`src/rtl/rv32_pkg.sv`:
```
// Shared RV32I MEM-stage definitions: writeback select codes, funct3 sizes, LSU states.
// Latency: n/a (constants, types and pure helper functions only).
// Backpressure: n/a.
package rv32_pkg;

  // Writeback select codes
  localparam logic [1:0] WB_MEM = 2'd0;
  localparam logic [1:0] WB_ALU = 2'd1;
  localparam logic [1:0] WB_PC4 = 2'd2;

  // funct3 load/store size and sign encodings
  localparam logic [2:0] F3_B  = 3'b000;
  localparam logic [2:0] F3_H  = 3'b001;
  localparam logic [2:0] F3_W  = 3'b010;
  localparam logic [2:0] F3_BU = 3'b100;
  localparam logic [2:0] F3_HU = 3'b101;

  typedef enum logic [1:0] {SZ_B, SZ_H, SZ_W} mem_size_e;

  typedef enum logic [1:0] {IDLE, REQ, WAIT} lsu_state_e;

  // Access size; any funct3 outside the RV32I load/store set behaves as a word.
  function automatic mem_size_e f3_size(input logic [2:0] f3);
    mem_size_e sz;
    case (f3)
      F3_B, F3_BU: sz = SZ_B;
      F3_H, F3_HU: sz = SZ_H;
      default:     sz = SZ_W;
    endcase
    return sz;
  endfunction

  // Byte offset actually used on the bus: bits that would make the access
  // misaligned are cleared so the access stays inside one word.
  function automatic logic [1:0] aligned_off(input mem_size_e sz, input logic [1:0] a);
    logic [1:0] o;
    case (sz)
      SZ_B:    o = a;
      SZ_H:    o = {a[1], 1'b0};
      default: o = 2'b00;
    endcase
    return o;
  endfunction

  function automatic logic is_misaligned(input mem_size_e sz, input logic [1:0] a);
    logic m;
    case (sz)
      SZ_B:    m = 1'b0;
      SZ_H:    m = a[0];
      default: m = (a != 2'b00);
    endcase
    return m;
  endfunction

endpackage

```
`src/rtl/lsu_load_align.sv`:
```
// Load data formatting: picks the addressed byte/half lane and sign/zero extends.
// Latency: combinational.
// Backpressure: none.
module lsu_load_align (
  input  logic [31:0] rdata,
  input  logic [1:0]  a,
  input  logic [2:0]  funct3,
  output logic [31:0] data
);
  import rv32_pkg::*;

  logic [7:0]  byte_sel;
  logic [15:0] half_sel;

  // Lane select followed by extension chosen by funct3
  always_comb begin
    byte_sel = rdata[7:0];
    case (a)
      2'd0: byte_sel = rdata[7:0];
      2'd1: byte_sel = rdata[15:8];
      2'd2: byte_sel = rdata[23:16];
      2'd3: byte_sel = rdata[31:24];
      default: byte_sel = rdata[7:0];
    endcase
    half_sel = a[1] ? rdata[31:16] : rdata[15:0];
    case (funct3)
      F3_B:    data = {{24{byte_sel[7]}}, byte_sel};
      F3_BU:   data = {24'd0, byte_sel};
      F3_H:    data = {{16{half_sel[15]}}, half_sel};
      F3_HU:   data = {16'd0, half_sel};
      default: data = rdata;
    endcase
  end

endmodule

```
`src/rtl/mem_stage_lsu.sv`:
```
// MEM-stage load/store unit: issues one valid/ready bus access per memory op and writes MEM/WB regs.
// Latency: non-memory ops 1 cycle; memory ops >= 3 cycles (IDLE->REQ, accept, response).
// Backpressure: stall_MEM holds the pipeline until the bus response arrives. Optional MISALIGN_TRAP_EN.
module mem_stage_lsu #(
  parameter int XLEN = 32
) (
  input  logic            clk,
  input  logic            rst,
  input  logic [XLEN-1:0] pc_MEM,
  input  logic [XLEN-1:0] alu_MEM,
  input  logic [XLEN-1:0] rs2_MEM,
  input  logic            regwen_MEM,
  input  logic            MemRW_MEM,
  input  logic            mem_en_MEM,
  input  logic [2:0]      funct3_MEM,
  input  logic [1:0]      WBsel_MEM,
  input  logic [4:0]      dest_MEM,
  output logic            dbus_req_valid,
  input  logic            dbus_req_ready,
  output logic [XLEN-1:0] dbus_addr,
  output logic            dbus_we,
  output logic [3:0]      dbus_wstrb,
  output logic [XLEN-1:0] dbus_wdata,
  input  logic            dbus_rsp_valid,
  input  logic [XLEN-1:0] dbus_rdata,
  output logic            stall_MEM,
`ifdef MISALIGN_TRAP_EN
  output logic            misalign_MEM,
`endif
  output logic [XLEN-1:0] wb_data_WB,
  output logic            regwen_WB,
  output logic [4:0]      dest_WB
);
  import rv32_pkg::*;

  lsu_state_e state_q, state_d;

  // Access fields captured when a memory op starts; the bus sees only these.
  logic [XLEN-1:0] addr_q, wdata_q;
  logic            we_q;
  logic [3:0]      wstrb_q;
  logic [2:0]      f3_q;
  logic [1:0]      off_q;
  logic [4:0]      dest_q;
  logic            regwen_q;

  mem_size_e       sz;
  logic [1:0]      off;
  logic [3:0]      wstrb_c;
  logic [XLEN-1:0] wdata_c;
  logic            trap;
  logic            start;
  logic            done;
  logic [XLEN-1:0] load_data;

  // Store lane formatting from the live EX/MEM fields
  always_comb begin
    sz      = f3_size(funct3_MEM);
    off     = aligned_off(sz, alu_MEM[1:0]);
    wstrb_c = 4'b0000;
    wdata_c = rs2_MEM;
    case (sz)
      SZ_B: begin
        wstrb_c = 4'b0001 << off;
        wdata_c = {4{rs2_MEM[7:0]}};
      end
      SZ_H: begin
        wstrb_c = 4'b0011 << {off[1], 1'b0};
        wdata_c = {2{rs2_MEM[15:0]}};
      end
      default: begin
        wstrb_c = 4'hF;
        wdata_c = rs2_MEM;
      end
    endcase
    if (!MemRW_MEM) wstrb_c = 4'b0000;
  end

`ifdef MISALIGN_TRAP_EN
  // A misaligned access never reaches the bus; it retires as a one-cycle bubble.
  assign trap         = mem_en_MEM && is_misaligned(sz, alu_MEM[1:0]);
  assign misalign_MEM = (state_q == IDLE) && trap;
`else
  assign trap = 1'b0;
`endif

  // Next-state, stall and request-valid decode
  always_comb begin
    state_d        = state_q;
    stall_MEM      = 1'b0;
    dbus_req_valid = 1'b0;
    start          = 1'b0;
    done           = 1'b0;
    case (state_q)
      IDLE: begin
        if (mem_en_MEM && !trap) begin
          stall_MEM = 1'b1;
          start     = 1'b1;
          state_d   = REQ;
        end
      end
      REQ: begin
        stall_MEM      = 1'b1;
        dbus_req_valid = 1'b1;
        if (dbus_req_ready) state_d = WAIT;
      end
      WAIT: begin
        if (dbus_rsp_valid) begin
          done    = 1'b1;
          state_d = IDLE;
        end else begin
          stall_MEM = 1'b1;
        end
      end
      default: state_d = IDLE;
    endcase
  end

  // State register
  always_ff @(posedge clk) begin
    if (rst) state_q <= IDLE;
    else     state_q <= state_d;
  end

  // Capture the access when it starts so the request stays stable until accepted
  always_ff @(posedge clk) begin
    if (rst) begin
      addr_q   <= '0;
      wdata_q  <= '0;
      we_q     <= 1'b0;
      wstrb_q  <= 4'b0000;
      f3_q     <= 3'b000;
      off_q    <= 2'b00;
      dest_q   <= 5'd0;
      regwen_q <= 1'b0;
    end else if (start) begin
      addr_q   <= {alu_MEM[XLEN-1:2], 2'b00};
      wdata_q  <= wdata_c;
      we_q     <= MemRW_MEM;
      wstrb_q  <= wstrb_c;
      f3_q     <= funct3_MEM;
      off_q    <= off;
      dest_q   <= dest_MEM;
      regwen_q <= regwen_MEM;
    end
  end

  assign dbus_addr  = addr_q;
  assign dbus_we    = we_q;
  assign dbus_wstrb = wstrb_q;
  assign dbus_wdata = wdata_q;

  lsu_load_align u_load_align (
    .rdata  (dbus_rdata),
    .a      (off_q),
    .funct3 (f3_q),
    .data   (load_data)
  );

  // MEM/WB registers: ALU/PC+4 ops pass through, completions write load data, everything else is a bubble
  always_ff @(posedge clk) begin
    if (rst) begin
      wb_data_WB <= '0;
      regwen_WB  <= 1'b0;
      dest_WB    <= 5'd0;
    end else if (state_q == IDLE && !mem_en_MEM) begin
      case (WBsel_MEM)
        WB_ALU:  wb_data_WB <= alu_MEM;
        WB_PC4:  wb_data_WB <= pc_MEM + XLEN'(4);
        default: wb_data_WB <= alu_MEM;
      endcase
      regwen_WB <= regwen_MEM;
      dest_WB   <= dest_MEM;
    end else if (done) begin
      dest_WB <= dest_q;
      if (we_q) begin
        regwen_WB <= 1'b0;
      end else begin
        wb_data_WB <= load_data;
        regwen_WB  <= regwen_q;
      end
    end else begin
      regwen_WB <= 1'b0;
    end
  end

endmodule

```
`config.mk`:
```
export PLATFORM = sky130hd
export DESIGN_NAME = mem_stage_lsu
export DESIGN_NICKNAME = d
export VERILOG_FILES = /design/src/rtl/rv32_pkg.sv /design/src/rtl/lsu_load_align.sv /design/src/rtl/mem_stage_lsu.sv
export SDC_FILE = /design/constraint.sdc
export NUM_CORES = 1
export LEC_CHECK = 0
export CORE_ASPECT_RATIO = 0.5
export CORE_MARGIN = 2
export CORE_UTILIZATION = 47
export DETAILED_ROUTE_END_ITERATION = 8
export PLACE_DENSITY = 0.83
export SLEW_MARGIN = 20
export SYNTH_ARGS = -nofsm -noshare
export SYNTH_HDL_FRONTEND = slang
export SYNTH_SLANG_ARGS = --single-unit
export TNS_END_PERCENT = 50
```
`constraint.sdc`:
```
create_clock -name clk -period 2.7 [get_ports clk]
set_input_delay 0.54 -clock clk [delete_from_list [all_inputs] [get_ports clk]]
set_output_delay 0.54 -clock clk [all_outputs]
set_load 0.01 [all_outputs]
```
# Word-level counts from Yosys, hierarchy flattened

Cells that the tools add are included.

Memories: 0
Bits in writable memories: 0
Flip-flop bits (word level): 118
Word-level logic and storage cells: 72
Latch bits: 0
Input bits: 145
Output and inout bits: 109
ROM bits: 0

Muxes and demuxes: 28
Reductions and logical operators: 12
Bitwise logic cells: 0
$add $sub $neg: 1
Div/mod/pow operators: 0
Equality and inequality tests: 17
Multipliers: 0
$lt $le $gt $ge: 0
Shift operators: 2

Operators with widths:

| cell                    | count |
|---|---|
| $mux W32                | 4 |
| $pmux W32 S4            | 1 |
| $pmux W32 S2            | 1 |
| $add A32 B3 Y32 const B | 1 |
| $pmux W8 S4             | 1 |
| $mux W16                | 1 |
| $eq A3 B3 Y1 const B    | 4 |
| $mux W5                 | 2 |
| $mux W1                 | 9 |
| $eq A2 B2 Y1 const B    | 4 |
| $pmux W2 S2             | 2 |
| $pmux W4 S2             | 1 |
| $eq A2 B1 Y1 const B    | 3 |
| $eq A3 B1 Y1 const B    | 2 |
| $logic_not A2 Y1        | 3 |
| $logic_not A3 Y1        | 2 |
| $mux W2                 | 3 |
| $ne A2 B2 Y1 const B    | 3 |
| $pmux W2 S3             | 1 |
| $mux W4                 | 1 |
| $reduce_or A2 Y1        | 2 |
| $shl A1 B2 Y4 const A   | 1 |
| $shl A2 B2 Y4 const A   | 1 |
| $pmux W1 S3             | 1 |
| other kinds (6)         | 6 |

# Logic depth before layout (Yosys ltp)

Depth in word-level cells: 8
Gate-level depth with buffers: 8
Depth with buffers taken out: 6

# By module

From an unflattened synthesis, not the netlist that was laid out.

Cells, all modules: 838
Area, all modules: 6269.8 um^2

Modules (own cells, without submodules):

| module         | area each (um^2) | instances | cells an instance | sequential area each (um^2) |
|---|---|---|---|---|
| mem_stage_lsu  | 5601.6           | 1         | 727               | 2362.3 |
| lsu_load_align | 668.1            | 1         | 111               | 0.0 |

# Worst setup path before layout

No wires, ideal clock.

Path kind: input-to-reg
From: input pc_MEM[2]
To: register wb_data_WB[28]
Library setup time: 0.140 ns
Cell stages on the path: 7
Buffers on the path: 1
Required time: 2.560 ns
Path slack: 0.893 ns
Arrival: 1.667 ns
Cell sequence: ha_1 and4_1 buf_2 nand4_4 nor2_1 mux2i_1 a21boi_0

Cells in the longest elaborated chain, start to end: 3

RTL lines:

| what                   | RTL line             | text |
|---|---|---|
| start: declaration     | mem_stage_lsu.sv:9   | `input logic [XLEN-1:0] pc_MEM,` |
| $add A32 B3 Y32        | mem_stage_lsu.sv:169 | `WB_PC4: wb_data_WB <= pc_MEM + XLEN'(4);` |
| $mux W32               | mem_stage_lsu.sv:167 | `case (WBsel_MEM)` |
| $mux W32               | mem_stage_lsu.sv:166 | `end else if (state_q == IDLE && !mem_en_MEM) begin` |
| end signal: assignment | mem_stage_lsu.sv:168 | `WB_ALU: wb_data_WB <= alu_MEM;` |
| end signal: assignment | mem_stage_lsu.sv:169 |  |
| end signal: assignment | mem_stage_lsu.sv:170 | `default: wb_data_WB <= alu_MEM;` |
| end: declaration       | mem_stage_lsu.sv:30  | `output logic [XLEN-1:0] wb_data_WB,` |

Every way passes these cells.
A chain may end at the register's enable or synchronous reset.

# Final worst setup path

From: input dbus_rsp_valid
To: output stall_MEM

Cells in the longest elaborated chain, start to end: 2

RTL lines:

| what               | RTL line             | text |
|---|---|---|
| start: declaration | mem_stage_lsu.sv:24  | `input logic dbus_rsp_valid,` |
| $mux W1            | mem_stage_lsu.sv:108 | `if (dbus_rsp_valid) begin` |
| $pmux W1 S3        | mem_stage_lsu.sv:94  | `case (state_q)` |
| end: declaration   | mem_stage_lsu.sv:26  | `output logic stall_MEM,` |

Every way passes these cells.

==> results.md <==
### Floorplan
- **area of the core** 12700 um2
- **Die X** 166 um
- **I/O pin count** 254
- **Placement Rows** 29
- **die outline area** 14100 um2
- **initial core utilization** 48.4%
- **Die H** 85.0 um

### Clock tree
- **Sink Count** 118
- **Max clock buf depth** 2
- **Hold-fix buffers, CTS** 0
- **insertion delay to the later sink of the worst-skew pair** 0.42 ns
- **TritonCTS clock tree** yes
- **H-tree depth** 4
- **clock tree root driver cell** sky130_fd_sc_hd__clkbuf_16
- **number of CTS-inserted buffers** 17
- **setup fix buffers added after clock tree synthesis** 0
- **clock input transition at the sequential cells of the worst setup and hold paths** 0.06 ns
- **CTS resizes** 0

### Finish
- **number of nets in the layout** 1157
- **most common cell after layout, fill and taps aside** sky130_fd_sc_hd__clkdlybuf4s50_1
- **final std cell area, no fill** 9430 um2
- **growth of design area from synthesis to finish** 52.9%
- **Antenna diodes** 0
- **top library cells by usage in the layout, fill and taps aside** sky130_fd_sc_hd__clkdlybuf4s50_1, sky130_fd_sc_hd__nand2_1, sky130_fd_sc_hd__dfxtp_1
- **utilization after layout** 74.0%
- **ratio of cells with drive above 1 in the final layout** 8.50%

### STA
- **Pins Over Slew Limit** 0
- **setup repair after global routing missed its margin** no
- **Final Skew** 0.00915 ns
- **final hold violation count** 0
- **Least-Margin Pin Slew** 0.646 ns
- **Final TNS setup** 0 ns
- **crit share post-route** 94.0%
- **highest clock frequency the design can meet** 0.394 GHz
- **final setup vio count** 0
- **final critical delay including setup and external delays** 2.54 ns
- **Max transition margin** 56.8%

### Global route
- **pin count of the biggest net entering global routing** 74
- **global-route met3 utilization** 9.51%
- **remaining global-route overflow** 0
- **global route hottest layer** met2
- **wire length of the first global-routing pass** 35.2 mm
- **GR met2 Demand/Resource** 52.7%
- **met1 routing resource usage after global routing** 38.8%
- **Total Routing Usage GR** 31.3%
- **number of global-route vias before repair** 6752
- **initial antenna violation count** 0

### Setup path
- **required time at the endpoint of the critical path** 2.16 ns
- **classification of the worst setup path** input port to output port
- **data arrival time of the critical path** 2.00 ns
- **maximum fanout along the worst path** 4
- **Critical Path Start Type** input port
- **critical path endpoint category** output port

### Synthesis
- **flop and latch count out of synthesis** 118
- **most area-consuming cells after synthesis** sky130_fd_sc_hd__dfxtp_1, sky130_fd_sc_hd__nand2_1, sky130_fd_sc_hd__a21oi_1
- **cell taking the most area after synthesis** sky130_fd_sc_hd__dfxtp_1
- **Yosys warnings** 0
- **Post-synth ARST share** 0%
- **Yosys top cell area share** 38.3%
- **most used flip-flop cell after synthesis** sky130_fd_sc_hd__dfxtp_1
- **Seq/Total Area, Yosys** 38.3%
- **number of enable flip-flop cells after synthesis** 0
- **count of unique library cells instantiated by Yosys** 73
- **netlist area before placement** 6170 um2
- **synthesized instance count** 782
- **mean cell area of the mapped netlist** 7.88 um2

### Power
- **share of power burned in registers** 34.7%
- **cell area power density** 604 nW/um2
- **Comb pwr share** 21.7%
- **overall power** 5.69 mW
- **total net switching power** 1.60 mW
- **Net Sw Frac** 28.1%
- **Static Leak** 3.45 nW
- **Max IR drop VDD** 0.000505 V
- **part of the total power dissipated in the clock network** 43.5%
- **Pint** 4.09 mW

### Route
- **Detailed Route Iter0 Violations** 609
- **residual DRC count** 0
- **detailed-route vias per instance** 5.84
- **wire length per cell** 18.9 um
- **antenna-violating nets left** 0
- **1st-pass router iterations** 6
- **final WL** 22.6 mm
- **vias** 6970

### Hold path
- **Hold Crit Class** flip-flop to flip-flop

### Placed design
- **DP HPWL** 16.3 mm
- **placement-stage cell area** 8790 um2
- **RePlAce Congestion** 0.935
- **# port buffers** 251

### Run status
- **result of the run** completed

### Job
- **Max-Cap Viols** 0

per-stage QoR:
step                instances  worst slack, ns  hold WS, ns
finish                   1194            0.163        0.452
detailed placement       1162            0.119        0.447
floorplan                 783            0.893        0.436
CTS                      1194            0.164        0.456
global route             1194           0.0751        0.473
global placement         1162            0.181        0.442
sequential cells by signal, summed over array words and instances, names as in the netlist:
register    flops
dbus_wdata     32
wb_data_WB     32
dbus_addr      30
dest_WB         5
dest_q          5
dbus_wstrb      4
f3_q            3
off_q           2
state_q         2
dbus_we         1
regwen_WB       1
regwen_q        1
cells by family (layout without fill, tap and decap cells):
group           count (synthesis)  after routing  share of synthesized area [%]
flops                         118            118                           38.3
buf+inv                        75            316                           5.80
simple gates                  304            304                           23.0
compound gates                234            234                           25.0
other cells                     1              2                         0.0608
fa+ha+maj                       1              1                          0.203
mux                            25             25                           4.28
xor+xnor                       24             24                           3.41
synth_stat cells, drive strengths merged (3+ instances only):
| master | n |
|---|---|
| nor2b | 9 |
| o21a | 5 |
| a21o | 3 |
| a211o | 13 |
| inv | 10 |
| and4 | 5 |
| xnor2 | 15 |
| nor4 | 6 |
| nand2b | 4 |
| nor3 | 11 |
| nand4 | 8 |
| nor2 | 53 |
| nand3 | 11 |
| o221ai | 9 |
| a211oi | 15 |
| a311oi | 14 |
| mux2i | 23 |
| nand2 | 176 |
| xor2 | 9 |
| buf | 27 |
| and3 | 6 |
| dfxtp | 118 |
| a21oi | 96 |
| or3 | 4 |
| o211ai | 11 |
| a22oi | 6 |
| o21ai | 20 |
| clkbuf | 37 |
| and2 | 5 |
| a2111oi | 3 |
| a31oi | 7 |
| o22ai | 13 |
| a221oi | 8 |
worst max-delay path, cell delays in order:
cell	delay (ns)
sky130_fd_sc_hd__clkdlybuf4s50_1	0.46
sky130_fd_sc_hd__or2_2	0.31
sky130_fd_sc_hd__a21oi_1	0.15
sky130_fd_sc_hd__clkdlybuf4s50_1	0.54
metal layers:
layer  vias up  wire [um]  part of all wire (%)
met5         -          0                     0
met2       352      10800                    48
li1       3261          -                     -
met4         0        584                   2.6
met1      3307       9320                    41
met3        50       1930                   8.5
area by class of cell:
class / count / area (um2)
sequential: 118 / 2360
tap: 170 / 213
timing repair buffer: 273 / 2710
clock inverter: 15 / 214
clock buffer: 17 / 425
inverter: 11 / 41.3
multi-input combinational: 590 / 3460
fill: 953 / 3310
power by group through the flow:
stage | Clock [mW] | Sequential, mW | Combinational (mW)
floorplan | 0 | 2.05 | 0.495
global placement | 0 | 2.01 | 1.20
detailed placement | 0 | 2.01 | 1.21
CTS | 2.49 | 1.98 | 1.23
global route | 2.58 | 1.99 | 1.32
finish | 2.48 | 1.98 | 1.24
final timing paths:
path,from,cells after the start,to,slack [ns]
setup / recovery,dbus_rsp_valid,4,stall_MEM,0.16
hold / removal,dbus_wdata[4]$_SDFFE_PP0P_,2,dbus_wdata[4]$_SDFFE_PP0P_,0.45
setup reg to reg,state_q[1]$_SDFFE_PP0P_,5,wb_data_WB[28]$_SDFFE_PP0P_,0.53
hold reg to reg,dbus_wdata[4]$_SDFFE_PP0P_,2,dbus_wdata[4]$_SDFFE_PP0P_,0.45
Note: power is estimated with default switching activity, not from simulation.
